## config.mk

```make
export PLATFORM = sky130hd
export DESIGN_NAME = result_drain
export DESIGN_NICKNAME = d
export VERILOG_FILES = /design/src/rtl/result_drain.sv
export SDC_FILE = /design/constraint.sdc
export NUM_CORES = 1
export LEC_CHECK = 0
export BUFFER_PORTS_ARGS = -buffer_cell sky130_fd_sc_hd__buf_2
export CAP_MARGIN = 20
export CORE_ASPECT_RATIO = 1.4
export CORE_MARGIN = 3
export CORE_UTILIZATION = 47
export CTS_BUF_LIST = sky130_fd_sc_hd__clkbuf_16
export CTS_CLUSTER_DIAMETER = 100
export DETAILED_ROUTE_END_ITERATION = 8
export PLACE_DENSITY = 0.86
export SLEW_MARGIN = 20
export SYNTH_ARGS = -nofsm -noshare
export SYNTH_HDL_FRONTEND = slang
export SYNTH_SLANG_ARGS = --single-unit
export TNS_END_PERCENT = 30
```

## constraint.sdc

```tcl
create_clock -name clk -period 3.6 [get_ports clk]
set_clock_uncertainty 0.05 [all_clocks]
set_input_delay 0.72 -clock clk [delete_from_list [all_inputs] [get_ports clk]]
set_output_delay 0.72 -clock clk [all_outputs]
set_load 0.03 [all_outputs]
```

## src/rtl/result_drain.sv

```systemverilog
// Result drain: snapshots matrix C on start and streams it row-major over valid/ready,
// requantizing each element (rounding arithmetic shift, then signed saturation).
`ifndef DATA_W
`define DATA_W 16
`endif
`ifndef A_M
`define A_M 2
`endif
`ifndef B_N
`define B_N 2
`endif

module result_drain #(
  parameter int DATA_W = `DATA_W,
  parameter int ROWS   = `A_M,
  parameter int COLS   = `B_N,
  parameter int SHIFT  = 0,
  parameter int OUT_W  = DATA_W
) (
  input  logic              clk,
  input  logic              rst,
  input  logic              start,
  input  logic [DATA_W-1:0] matrix_C [ROWS*COLS],
  output logic              out_valid,
  input  logic              out_ready,
  output logic [OUT_W-1:0]  out_data,
  output logic [9:0]        out_row,
  output logic [9:0]        out_col,
  output logic              out_last,
  output logic              busy,
  output logic              done,
  output logic [1:0]        dbg_state
);
  localparam int N     = ROWS * COLS;
  localparam int IDX_W = (N > 1) ? $clog2(N) : 1;
  localparam logic [IDX_W-1:0] LAST_IDX = IDX_W'(N - 1);
  localparam logic signed [DATA_W:0] RND = (DATA_W+1)'((64'd1 << SHIFT) >> 1);
  localparam logic signed [DATA_W:0] SAT_MAX = {{(DATA_W-OUT_W+2){1'b0}}, {(OUT_W-1){1'b1}}};
  localparam logic signed [DATA_W:0] SAT_MIN = {{(DATA_W-OUT_W+2){1'b1}}, {(OUT_W-1){1'b0}}};

  // Handshake: a beat transfers on a rising edge where out_valid && out_ready; while
  // out_valid is high and out_ready low, data/row/col/last are held unchanged.
  typedef enum logic [1:0] {
    IDLE   = 2'd0,
    STREAM = 2'd1,
    DONE   = 2'd2
  } state_t;

  state_t            state_q;
  logic [9:0]        row_q, col_q;
  logic [IDX_W-1:0]  idx_q;
  logic              valid_q, last_q, done_q;
  logic [DATA_W-1:0] buf_q [N];
  logic signed [DATA_W:0] ext_d, rnd_d, sh_d;
  logic [OUT_W-1:0]  sat_d;

  always_ff @(posedge clk or posedge rst) begin
    if (rst) begin
      state_q <= IDLE;
      row_q   <= '0;
      col_q   <= '0;
      idx_q   <= '0;
      valid_q <= 1'b0;
      last_q  <= 1'b0;
      done_q  <= 1'b0;
    end else begin
      case (state_q)
        IDLE: begin
          done_q <= 1'b0;
          if (start) begin
            state_q <= STREAM;
            row_q   <= '0;
            col_q   <= '0;
            idx_q   <= '0;
            valid_q <= 1'b1;
            last_q  <= (N == 1);
          end
        end
        STREAM: begin
          if (out_ready) begin
            if (idx_q == LAST_IDX) begin
              // Counters return to zero so row/col read 0 outside the stream.
              state_q <= DONE;
              valid_q <= 1'b0;
              last_q  <= 1'b0;
              done_q  <= 1'b1;
              row_q   <= '0;
              col_q   <= '0;
              idx_q   <= '0;
            end else begin
              idx_q  <= idx_q + 1'b1;
              last_q <= ((idx_q + 1'b1) == LAST_IDX);
              if (col_q == 10'(COLS - 1)) begin
                col_q <= '0;
                row_q <= row_q + 10'd1;
              end else begin
                col_q <= col_q + 10'd1;
              end
            end
          end
        end
        DONE: begin
          done_q  <= 1'b0;
          state_q <= IDLE;
        end
        default: state_q <= IDLE;
      endcase
    end
  end

  // The snapshot is only taken from IDLE, so later changes on matrix_C are invisible.
  always_ff @(posedge clk) begin
    if (state_q == IDLE && start) begin
      for (int i = 0; i < N; i++) buf_q[i] <= matrix_C[i];
    end
  end

  always_comb begin
    ext_d = {buf_q[idx_q][DATA_W-1], buf_q[idx_q]};
    rnd_d = ext_d + RND;
    sh_d  = rnd_d >>> SHIFT;
    if (sh_d > SAT_MAX)      sat_d = {1'b0, {(OUT_W-1){1'b1}}};
    else if (sh_d < SAT_MIN) sat_d = {1'b1, {(OUT_W-1){1'b0}}};
    else                     sat_d = sh_d[OUT_W-1:0];
  end

  assign out_valid = valid_q;
  assign busy      = valid_q;
  assign out_data  = valid_q ? sat_d : '0;
  assign out_row   = row_q;
  assign out_col   = col_q;
  assign out_last  = last_q;
  assign done      = done_q;
  assign dbg_state = state_q;
endmodule
```

* Word level (Yosys, flattened, before mapping) *
Memories as Yosys holds them, arrays and structs flattened.
Index checks and enable logic that the tools add are counted.
Widths: inputs -> output; s select.

cells by class
  $add $sub $neg = 3
  multipliers = 0
  divide/modulo/power cells = 0
  magnitude comparators = 2
  eq/ne operators = 9
  shifts and indexed selects = 0
  muxes and demuxes = 33
  bitwise logic cells = 0
  reduce and logical (&&, ||, !) cells = 10

operators by type and width
  kind                   number
  $mux 10                7
  $mux 16                3
  $pmux 10 s2            2
  $add 10x1->10 const B  2
  $gt 16x16->1 const B   1
  $lt 16x16->1 const B   1
  $mux 2                 6
  $eq 10x1->1 const B    1
  $mux 1                 10
  $reduce_and 3->1       3
  $pmux 2 s2             2
  $reduce_and 4->1       2
  $eq 2x2->1 const B     3
  $ne 2x2->1 const B     3
  $pmux 1 s2             3
  $reduce_bool 2->1      2
  $ne 3x3->1 const B     1
  $add 2x1->2 const B    1
  $eq 2x1->1 const B     1
  $logic_not 2->1        1
  $reduce_or 2->1        1
  $logic_and 1x1->1      1

storage, ports and cells
  bits in registers = 27
  latch bits = 0
  memory bits (writable) = 64
  memory bits (read-only) = 0
  input port bits = 68
  output and inout bits = 42
  logic and storage cells = 65
  memories = 1

memories
  name   depth  width  read ports  clocked after memory_dff  wr ports  RTL line  RTL
  buf_q  4      16     1           0                         4         53        logic [DATA_W-1:0] buf_q [N];

* Depth between registers and ports, before layout *
Gate-level depths: netlist of the first run.

  depth after elaboration = 5
  mapped depth = 8
  depth with buffers taken out = 6

* Worst setup path after synthesis of the first run *
Ideal clock, no wire load.

  path type = register to register
  start = reg state_q[0] (netlist: dbg_state[0])
  end = mem buf_q[0][0] (netlist name) (enable)
  setup time = 0.488 ns
  arrival time = 3.564 ns
  required time = 3.062 ns
  slack = -0.501 ns
  cell stages (with the launch flop) = 4
  buffers on the path = 1
  clock period less this slack = 4.101 ns
  cells stage by stage = dfrtp_1 buf_4 nand2b_1 nor2_1

RTL lines
  item                    RTL line  RTL
  from (decl)             49        state_t state_q;
  from (signal assigned)  59        state_q <= IDLE;
  from (signal assigned)  71        state_q <= STREAM;
  from (signal assigned)  83        state_q <= DONE;
  to (decl)               53

* Final worst setup path of the first run *
  start = reg idx_q[0]
  end = out out_data[11]

on the way
  longest elaborated chain between the ends = 5
  elaborated cells on any way between the ends = 6
  those cells by class = 2 x order compare; 3 x mux; 1 x memory

ends and longest elaborated chain
  item                    RTL line  RTL
  from (decl)             51        logic [IDX_W-1:0] idx_q;
  from (signal assigned)  91        idx_q <= idx_q + 1'b1;
  $mem_v2 4x16 (*)        n/a
  $lt 16x16->1            123       else if (sh_d < SAT_MIN) sat_d = {1'b1, {(OUT_W-1){1'b0}}};
  $mux 16                 123
  $mux 16 (*)             122       if (sh_d > SAT_MAX) sat_d = {1'b0, {(OUT_W-1){1'b1}}};
  $mux 16 (*)             129       assign out_data = valid_q ? sat_d : '0;
  to (decl)               26        output logic [OUT_W-1:0] out_data,

Every way passes the cells marked *; elsewhere a longest branch is shown, timed or not.

==> impl_metrics.py, run 1 <==
metrics = {
    "logic_synthesis": {
        "syn_inst": 257,
        "synth-seq-area-share_pct": 66.8,
        "yosys.area.top_type": "edfxtp_1",
        "syn_nets": 330,
        "avgSynthCellArea_um2": 15.1,
        "synth_cell_types": 43,
        "synth_top_area_share_pct": 49.4,
        "synth-seq-cells": 91,
        "yosys_warnings": 0,
        "syn_area_mm2": 0.00389,
        "netlist_top_cells_area": "edfxtp_1 (49%), dfrtp_1 (17%), mux4_2 (9.3%)",
    },
    "routing": {
        "firstDrtPassIters": 6,
        "drc": 0,
        "vias_per_cell": 5.40,
        "vias": 2555,
        "route.detailed.wl_per_inst_um": 16.5,
        "antenna_left": 0,
        "drt-total-wl_mm": 7.83,
        "drtIter0Drc": 127,
    },
    "timing": {
        "min_period_over_period_pct": 82.6,
        "max_slew_margin_pct": 50.6,
        "maxSlewViolCount": 0,
        "min_period_ps": 2970,
        "rsz0062_at_grt": "false",
        "setup_tns_ps": 0,
        "setup_viol": 0,
        "max_freq_mhz": 336,
        "worst_pin_slew_ps": 739,
        "finalHoldViolCount": 0,
    },
    "die": {
        "die_x_um": 82.9,
        "num_rows": 38,
        "die-area_mm2": 0.00941,
        "die_y_um": 114,
        "start_util_pct": 49.3,
        "core_area_mm2": 0.00789,
        "ioPinCount": 110,
    },
    "clocking": {
        "numCtsBuffers": 9,
        "cts-root-buf": "clkbuf_16",
        "clockBufferDepth": 2,
        "h-tree-depth": 3,
        "cts_tree": "built",
        "post_cts_buffers": 0,
        "clock_latency_ps": 340,
        "clkTransAtPathRegs_ps": 70,
        "cts_repair_resize_count": 0,
        "hold_buffers": 0,
        "cts.sinks": 91,
    },
    "grt": {
        "grt_remaining_overflow": 0,
        "grt_pass1_wl_mm": 12.5,
        "grt_use_total_pct": 17.4,
        "grt_pass1_vias": 2528,
        "antenna_found_initial": 0,
        "grt_start_max_net_pins": 41,
    },
    "setup_path": {
        "cp_max_fo": 12,
        "r2r_cells": 5,
        "path_class": "flip-flop to primary output",
        "r2r-start": "idx_q[0]",
        "crit_chain": "buf_4, mux4_2, and2_1, buf_2",
        "worst_path_max_delay_cell": "dfrtp_1",
        "cp-startpoint": "idx_q[0]",
        "crit_path_end_kind": "primary output",
        "cp.buffers_inverters": 2,
        "worstPathArrival_ps": 2200,
        "cp.depth": 4,
        "crit_path_start_kind": "flip-flop",
        "required_ps": 2830,
        "max_stage_delay_ps": 640,
        "crit_family": "flip-flops",
    },
    "final_layout": {
        "final.fill_count": 619,
        "design_area_mm2": 0.00481,
        "area_delta_synth_final_pct": 23.8,
        "drive_above_1_share_pct": 41.3,
        "layout.cells.non_filler": 473,
        "multi_input_area_mm2": 0.00120,
        "nets": 441,
        "seqCellArea_mm2": 0.00260,
        "antenna_cells": 0,
    },
    "placed_design": {
        "place_inst": 457,
        "port_buffers": 109,
        "hpwl_mm": 5.66,
        "place_area_mm2": 0.00454,
        "gp_congestion": 0.814,
    },
    "power": {
        "p_per_area_mw_per_mm2": 778,
        "peakVddDrop_mv": 0.463,
        "cellLeakagePower_nw": 1.96,
    },
    "run": {
        "max-cap-violations": 0,
    },
    "status": {
        "status": "completed",
    },
    "worst_hold_path": {
        "hold_path_class": "input port to async pin",
    },
}
==> report_power, final <==
| group | internal (mW) | leakage, nW | switching (mW) |
|---|---|---|---|
| sequential | 1.33 | 0.939 | 0.157 |
| combinational | 0.533 | 0.892 | 0.876 |
| clock | 0.463 | 0.125 | 0.384 |
==> synthesized netlist by cell type (all sizes together) <==
cell type	number
a21oi	9
and2	16
a311oi	1
nand2b	2
nor4b	3
nand3	10
o31ai	3
nor3b	1
a31oi	1
or2	1
or4b	2
mux2	1
and3	2
xnor2	5
a21o	4
or4	4
buf	7
a22o	1
clkbuf	5
o311a	1
or3	4
nor2	15
o311ai	1
nand2	14
mux2i	2
nor4	3
and4	2
ha	5
edfxtp	64
dfrtp	27
o21ai	5
nand4	1
mux4	16
or3b	1
a31o	1
inv	10
o41ai	4
nor3	3
==> kinds of logic (layout without fill, tap and decap cells) <==
family	after synthesis	count (layout)	share of synthesized area (%)
xor+xnor	5	5	1.13
flops	91	91	66.8
simple gates	84	84	12.3
compound gates	31	31	5.54
fa+ha+maj	5	5	1.61
mux	19	19	10.2
buf+inv	22	138	2.48
==> cells in the final DEF (no fill, tap or decap), types with 3 or more instances in the layout <==
master / n
buf_2: 109
edfxtp_1: 64
dfrtp_1: 27
mux4_2: 16
and2_1: 16
nand2_1: 14
nor2_1: 13
nand3_1: 10
a21oi_1: 9
inv_1: 9
clkbuf_16: 9
o21ai_0: 5
xnor2_1: 5
ha_1: 5
a21o_1: 4
or4_1: 4
or3_1: 4
o41ai_1: 4
nor3_1: 3
o31ai_1: 3
nor4_1: 3
clkinvlp_4: 3
==> worst reg2reg max path, cell delays in order, from the launching register on <==
cell and delay [ps]:
dfrtp_1 550, ha_1 330, or3b_4 440, a31oi_2 600, nor2_2 230, mux2_2 320
==> sequential cells by signal, indices dropped and copies added (netlist names) <==
register	flops
dbg_state	2
out_col	10
busy	1
out_row	10
buf_q	64
idx_q	2
done	1
out_last	1
==> layer usage <==
layer | GRT usage [%] | up-vias | share of wire [%]
met5 | 0 | - | 0
met4 | 6.32 | 0 | 1.7
met3 | 5.56 | 14 | 6.5
met2 | 30.4 | 86 | 53
met1 | 20.2 | 1242 | 39
li1 | - | 1213 | -
==> cell type report <==
cell class / instances / area share [%]
Clock inverter: 7 / 0.936
Sequential cell: 91 / 54.0
Tap cell: 100 / 2.60
Timing Repair Buffer: 112 / 12.1
Clock buffer: 9 / 4.68
Inverter: 10 / 0.780
Multi-Input combinational cell: 144 / 25.0
==> stage by stage <==
step / setup slack, ps / total power, mW / hold slack [ps] / utilization, %
final: 628 / 3.75 / 389 / 61.0
after global routing: 458 / 3.97 / 424 / 61.0
after CTS: 561 / 3.78 / 441 / 61.0
after detailed placement: 931 / 2.94 / 426 / 57.5
after global placement: 964 / 2.90 / 436 / 57.5
after floorplan: 581 / 2.55 / 516 / -
==> path summary, 6_finish.rpt <==
check                               endpoint  slack [ps]
worst max-delay path            out_data[11]         630
worst min-delay path              out_col[7]         390
worst max register to register    out_row[0]         960
worst min register to register          done         430
max in group asynchronous         out_row[7]        2710
min in group clk                        done         430
Power figures use the tool's default switching activity.
==> run 2: changes to the inputs <==
--- a/config.mk
+++ b/config.mk
@@ -9,11 +9,11 @@
 export CAP_MARGIN = 20
 export CORE_ASPECT_RATIO = 1.4
 export CORE_MARGIN = 3
-export CORE_UTILIZATION = 47
+export CORE_UTILIZATION = 52
 export CTS_BUF_LIST = sky130_fd_sc_hd__clkbuf_16
 export CTS_CLUSTER_DIAMETER = 100
 export DETAILED_ROUTE_END_ITERATION = 8
-export PLACE_DENSITY = 0.86
+export PLACE_DENSITY = 0.9
 export SLEW_MARGIN = 20
 export SYNTH_ARGS = -nofsm -noshare
 export SYNTH_HDL_FRONTEND = slang
==> constraint.sdc (replaced) <==
create_clock -name clk -period 2.75 [get_ports clk]
set_clock_uncertainty 0.05 [all_clocks]
set_input_delay 0.55 -clock clk [delete_from_list [all_inputs] [get_ports clk]]
set_output_delay 0.55 -clock clk [all_outputs]
set_load 0.03 [all_outputs]
==> run 2 against run 1 <==
  * Sequential share of layout area fell by 0.35 points
  * First-iteration DRC count down 1.6%
  * Critical endpoint is now out_data[12]
  * Highest routed layer unchanged
  * Clock power grew 37%
  * Hold slack worse by 180 ps
  * Global-route usage grew 2.3 points
  * Count of clock-buffer cells in the layout is the same
  * Routed wire length fell by 2.4%
==> impl_metrics.py, run 2 (synthesized netlist as in run 1, its figures left out) <==
metrics = {
    "status": {
        "status": "completed",
    },
    "placed_design": {
        "post-place-ws_ps": 513,
        "gp_congestion": 0.872,
        "port_buffers": 109,
        "hpwl_mm": 5.62,
    },
    "setup_path": {
        "crit_path_end_kind": "primary output",
        "worst_path_max_delay_cell": "mux4_2",
        "r2r-start": "idx_q[0]",
        "required_ps": 2150,
        "crit_path_start_kind": "flip-flop",
        "cp.buffers_inverters": 2,
        "max_stage_delay_ps": 540,
        "r2r_cells": 5,
        "crit_chain": "buf_4, mux4_2, and2_1, buf_2",
        "reg2reg_slack_ps": 490,
        "path_class": "flip-flop to primary output",
        "cp_max_fo": 19,
        "crit_family": "multiplexers",
        "worstPathArrival_ps": 1920,
        "timing.rr.end": "out_row[0]",
    },
    "routing": {
        "route.detailed.wl_per_inst_um": 16.2,
        "vias": 2587,
        "drtIter0Drc": 125,
        "vias_per_cell": 5.49,
        "firstDrtPassIters": 4,
        "drt-total-wl_mm": 7.64,
        "drc": 0,
        "antenna_left": 0,
    },
    "grt": {
        "grt_pass1_wl_mm": 12.7,
        "grt_use_total_pct": 19.7,
        "grt_remaining_overflow": 0,
        "grt_pass1_vias": 2615,
        "use_met2_pct": 34.2,
        "globalRoute.busiestLayer": "met2",
        "antenna_found_initial": 0,
        "use_met3_pct": 5.58,
        "grt_start_max_net_pins": 66,
        "use_met1_pct": 22.8,
    },
    "die": {
        "die_x_um": 79.1,
        "num_rows": 36,
        "core_area_mm2": 0.00712,
        "start_util_pct": 54.6,
        "die-area_mm2": 0.00856,
        "die_y_um": 108,
        "ioPinCount": 110,
    },
    "timing": {
        "min_period_ps": 2520,
        "setup_tns_ps": 0,
        "max_freq_mhz": 396,
        "max_slew_margin_pct": 61.5,
        "rsz0062_at_grt": "false",
        "worst_pin_slew_ps": 576,
        "min_period_over_period_pct": 91.8,
        "setup_viol": 0,
        "setup_slack_ps": 225,
        "maxSlewViolCount": 0,
        "finalHoldViolCount": 0,
    },
    "final_layout": {
        "seqCellArea_mm2": 0.00260,
        "largest_reg_flops": 64,
        "antenna_cells": 0,
        "nets": 444,
        "final_util_pct": 68.1,
        "regMostFlops": "buf_q",
        "multi_input_area_mm2": 0.00120,
        "mostFrequentLayoutCell": "buf_2",
        "layout_common_cells": "buf_2 (109), edfxtp_1 (64), dfrtp_1 (27)",
        "area_delta_synth_final_pct": 24.6,
        "drive_above_1_share_pct": 41.0,
        "final.fill_count": 510,
    },
    "clocking": {
        "h-tree-depth": 3,
        "clkTransAtPathRegs_ps": 60,
        "cts_repair_resize_count": 0,
        "cts-root-buf": "clkbuf_16",
        "clock_latency_ps": 330,
        "cts.sinks": 91,
        "numCtsBuffers": 9,
        "cts_tree": "built",
        "hold_buffers": 0,
        "clockBufferDepth": 2,
        "post_cts_buffers": 0,
    },
    "power": {
        "p_per_area_mw_per_mm2": 1030,
        "peakVddDrop_mv": 0.635,
        "cellLeakagePower_nw": 1.99,
    },
    "run": {
        "max-cap-violations": 0,
    },
    "worst_hold_path": {
        "hold_path_class": "input port to async pin",
    },
}
==> run 2: changes by cell type in the layout (fill, tap and decap cells not counted) <==
cell / before / now
clkinvlp_4: 3 / 0
bufinv_16: 0 / 1
inv_1: 9 / 11
buf_4: 2 / 5
clkinv_1: 1 / 2
inv_2: 1 / 0
==> run 2: report_power, final <==
part	internal, mW	switching [mW]	leakage (nW)
clock	0.692	0.465	0.145
combinational	0.719	1.18	0.908
sequential	1.75	0.176	0.939
==> run 2: worst max path at each step <==
stage                             from            to  cells past startpoint
after floorplan           dbg_state[0]   buf_q[0][0]                      3
after global placement        idx_q[0]  out_data[12]                      4
after detailed placement      idx_q[0]    out_row[0]                      5
after CTS                     idx_q[0]  out_data[12]                      4
after global routing          idx_q[0]  out_data[12]                      4
final                         idx_q[0]  out_data[12]                      4
==> run 2: cell type report <==
class                   count  area share [%]
inverters                  10           0.775
clock inverters             7            1.24
flip-flops and latches     91            53.6
multi-input cells         144            24.8
repair buffers            115            12.5
clock buffers               9            4.65
well taps                  95            2.45
==> run 2: metrics by stage <==
stage               hold WS, ps  area [um2]  power (mW)  std cells
floorplan                   516        3890        3.33        257
global placement            416        4560        3.80        455
detailed placement          432        4560        3.87        455
CTS                         211        4840        5.04        471
global route                251        4840        5.26        471
finish                      213        4840        4.98        471
==> run 2: worst register-to-register path: stages (launching register included) <==
cell and delay, ps:
dfrtp_1 380, ha_1 250, or3b_4 450, a31oi_2 490
nor2_2 210, mux2_2 320
==> run 2: routing by layer <==
layer | part of all wire, % | vias to the layer above | wire length (um)
met5 | 0 | - | 0
met4 | 2.2 | 0 | 171
met3 | 6.5 | 18 | 496
met2 | 55 | 112 | 4200
met1 | 36 | 1244 | 2770
li1 | - | 1213 | -
==> run 3: changes to the inputs <==
--- a/config.mk
+++ b/config.mk
@@ -9,8 +9,8 @@
 export CAP_MARGIN = 20
 export CORE_ASPECT_RATIO = 1.4
 export CORE_MARGIN = 3
-export CORE_UTILIZATION = 52
-export CTS_BUF_LIST = sky130_fd_sc_hd__clkbuf_16
+export CORE_UTILIZATION = 54
+export CTS_BUF_LIST = sky130_fd_sc_hd__clkbuf_4 sky130_fd_sc_hd__clkbuf_8
 export CTS_CLUSTER_DIAMETER = 100
 export DETAILED_ROUTE_END_ITERATION = 8
 export PLACE_DENSITY = 0.9
@@ -18,4 +18,4 @@
 export SYNTH_ARGS = -nofsm -noshare
 export SYNTH_HDL_FRONTEND = slang
 export SYNTH_SLANG_ARGS = --single-unit
-export TNS_END_PERCENT = 30
+export TNS_END_PERCENT = 10
==> run 3 against run 2 <==
  * First-iteration DRC count down 18%
  * Hold slack worse by 10 ps
  * Clock power down 31%
  * Combinational power about the same
  * Count of clock-buffer cells in the layout up 7
  * Sequential power about the same
  * Register-to-register slack about the same
  * Power down 7.6%
  * Setup slack worse by 79 ps
  * Utilization down 0.35 points
  * Highest routed layer unchanged
==> impl_metrics.py, run 3 (synthesized netlist as in run 1, its figures left out) <==
metrics = {
    "status": {
        "status": "completed",
    },
    "timing": {
        "max_freq_mhz": 384,
        "min_period_ps": 2600,
        "finalHoldViolCount": 0,
        "max_slew_margin_pct": 64.4,
        "worst_pin_slew_ps": 534,
        "maxSlewViolCount": 0,
        "rsz0062_at_grt": "false",
        "setup_tns_ps": 0,
        "setup_viol": 0,
        "min_period_over_period_pct": 94.7,
        "setup_slack_ps": 146,
    },
    "grt": {
        "grt_pass1_wl_mm": 12.2,
        "grt_pass1_vias": 2582,
        "antenna_found_initial": 0,
        "grt_remaining_overflow": 0,
        "grt_start_max_net_pins": 66,
        "grt_use_total_pct": 19.6,
    },
    "setup_path": {
        "r2r-start": "idx_q[0]",
        "crit_path_end_kind": "primary output",
        "required_ps": 2150,
        "path_class": "flip-flop to primary output",
        "max_stage_delay_ps": 550,
        "worst_path_max_delay_cell": "mux4_2",
        "worstPathArrival_ps": 2000,
        "cp.buffers_inverters": 2,
        "timing.rr.end": "out_row[5]",
        "crit_path_start_kind": "flip-flop",
        "crit_chain": "buf_4, mux4_2, and2_1, buf_2",
        "reg2reg_slack_ps": 490,
        "cp_max_fo": 16,
        "r2r_cells": 5,
        "crit_family": "multiplexers",
    },
    "clocking": {
        "clock_latency_ps": 340,
        "cts_tree": "built",
        "clkTransAtPathRegs_ps": 80,
        "clockBufferDepth": 2,
        "cts-root-buf": "clkbuf_8",
        "numCtsBuffers": 9,
        "cts_repair_resize_count": 0,
        "post_cts_buffers": 0,
        "cts.sinks": 91,
        "h-tree-depth": 3,
        "hold_buffers": 0,
    },
    "die": {
        "core_area_mm2": 0.00698,
        "start_util_pct": 55.7,
        "die-area_mm2": 0.00827,
        "die_x_um": 77.7,
        "die_y_um": 106,
        "ioPinCount": 110,
        "num_rows": 36,
    },
    "power": {
        "p_per_area_mw_per_mm2": 974,
        "cellLeakagePower_nw": 1.94,
        "peakVddDrop_mv": 0.613,
    },
    "routing": {
        "maxUsedRoutingLayer": "met4",
        "route.detailed.wl_per_inst_um": 15.9,
        "drc": 0,
        "antenna_left": 0,
        "drtIter0Drc": 102,
        "firstDrtPassIters": 4,
        "met1_length_mm": 2.70,
        "drt-total-wl_mm": 7.50,
        "vias": 2556,
        "wl_met2_mm": 4.14,
        "met3_length_um": 455,
        "vias_per_cell": 5.44,
    },
    "final_layout": {
        "layout.cells.non_filler": 470,
        "final_util_pct": 67.7,
        "antenna_cells": 0,
        "area_delta_synth_final_pct": 21.6,
        "regMostFlops": "buf_q",
        "largest_reg_flops": 64,
        "drive_above_1_share_pct": 41.6,
        "nets": 443,
        "layout_common_cells": "buf_2 (109), edfxtp_1 (64), dfrtp_1 (27)",
        "design_area_mm2": 0.00473,
        "final.fill_count": 491,
        "mostFrequentLayoutCell": "buf_2",
    },
    "worst_hold_path": {
        "hold_path_class": "input port to async pin",
    },
    "placed_design": {
        "place_inst": 454,
        "hpwl_mm": 5.46,
        "place_area_mm2": 0.00455,
        "post-place-ws_ps": 494,
        "gp_congestion": 0.835,
        "port_buffers": 109,
    },
    "run": {
        "max-cap-violations": 0,
    },
}
run 3: power breakdown:
group          leakage (nW)  switching (mW)  total [mW]  internal (mW)
Combinational         0.903            1.16        1.87          0.716
Sequential            0.939           0.185        1.93           1.74
Clock                0.0969           0.400       0.801          0.401
run 3: area by class of cell:
type                       count  area [um2]  share of cell area [%]
inverter                      10        37.5                   0.794
multi-input combinational    144        1200                    25.4
tap                           95         119                    2.51
timing repair buffer         114         596                    12.6
sequential                    91        2600                    54.9
clock buffer                  16         176                    3.73
run 3: per-layer routing:
layer | global-route usage [%] | up-vias
met5 | 0 | -
li1 | - | 1203
met1 | 22.1 | 1239
met4 | 9.41 | 0
met2 | 34.1 | 99
met3 | 5.17 | 15
run 3: worst min-delay path, delay by kind of cell:
kind     cells  cell delay, ps
buf+inv      3             450
run 3: worst max-delay path by stage:
stage | start | end | slack, ps | cells after the start
floorplan | dbg_state[0] | buf_q[0][0] | 440 | 3
global placement | idx_q[0] | out_data[15] | 530 | 4
finish | idx_q[0] | out_data[11] | 150 | 4
detailed placement | idx_q[0] | out_data[11] | 490 | 4
global route | idx_q[0] | out_data[11] | 9 | 4
CTS | idx_q[0] | out_data[11] | 100 | 4
run 3: through the flow:
step | total power [mW] | hold WS, ps
floorplan | 3.33 | 516
global placement | 3.80 | 420
detailed placement | 3.85 | 434
CTS | 4.66 | 196
global route | 4.88 | 207
finish | 4.60 | 203
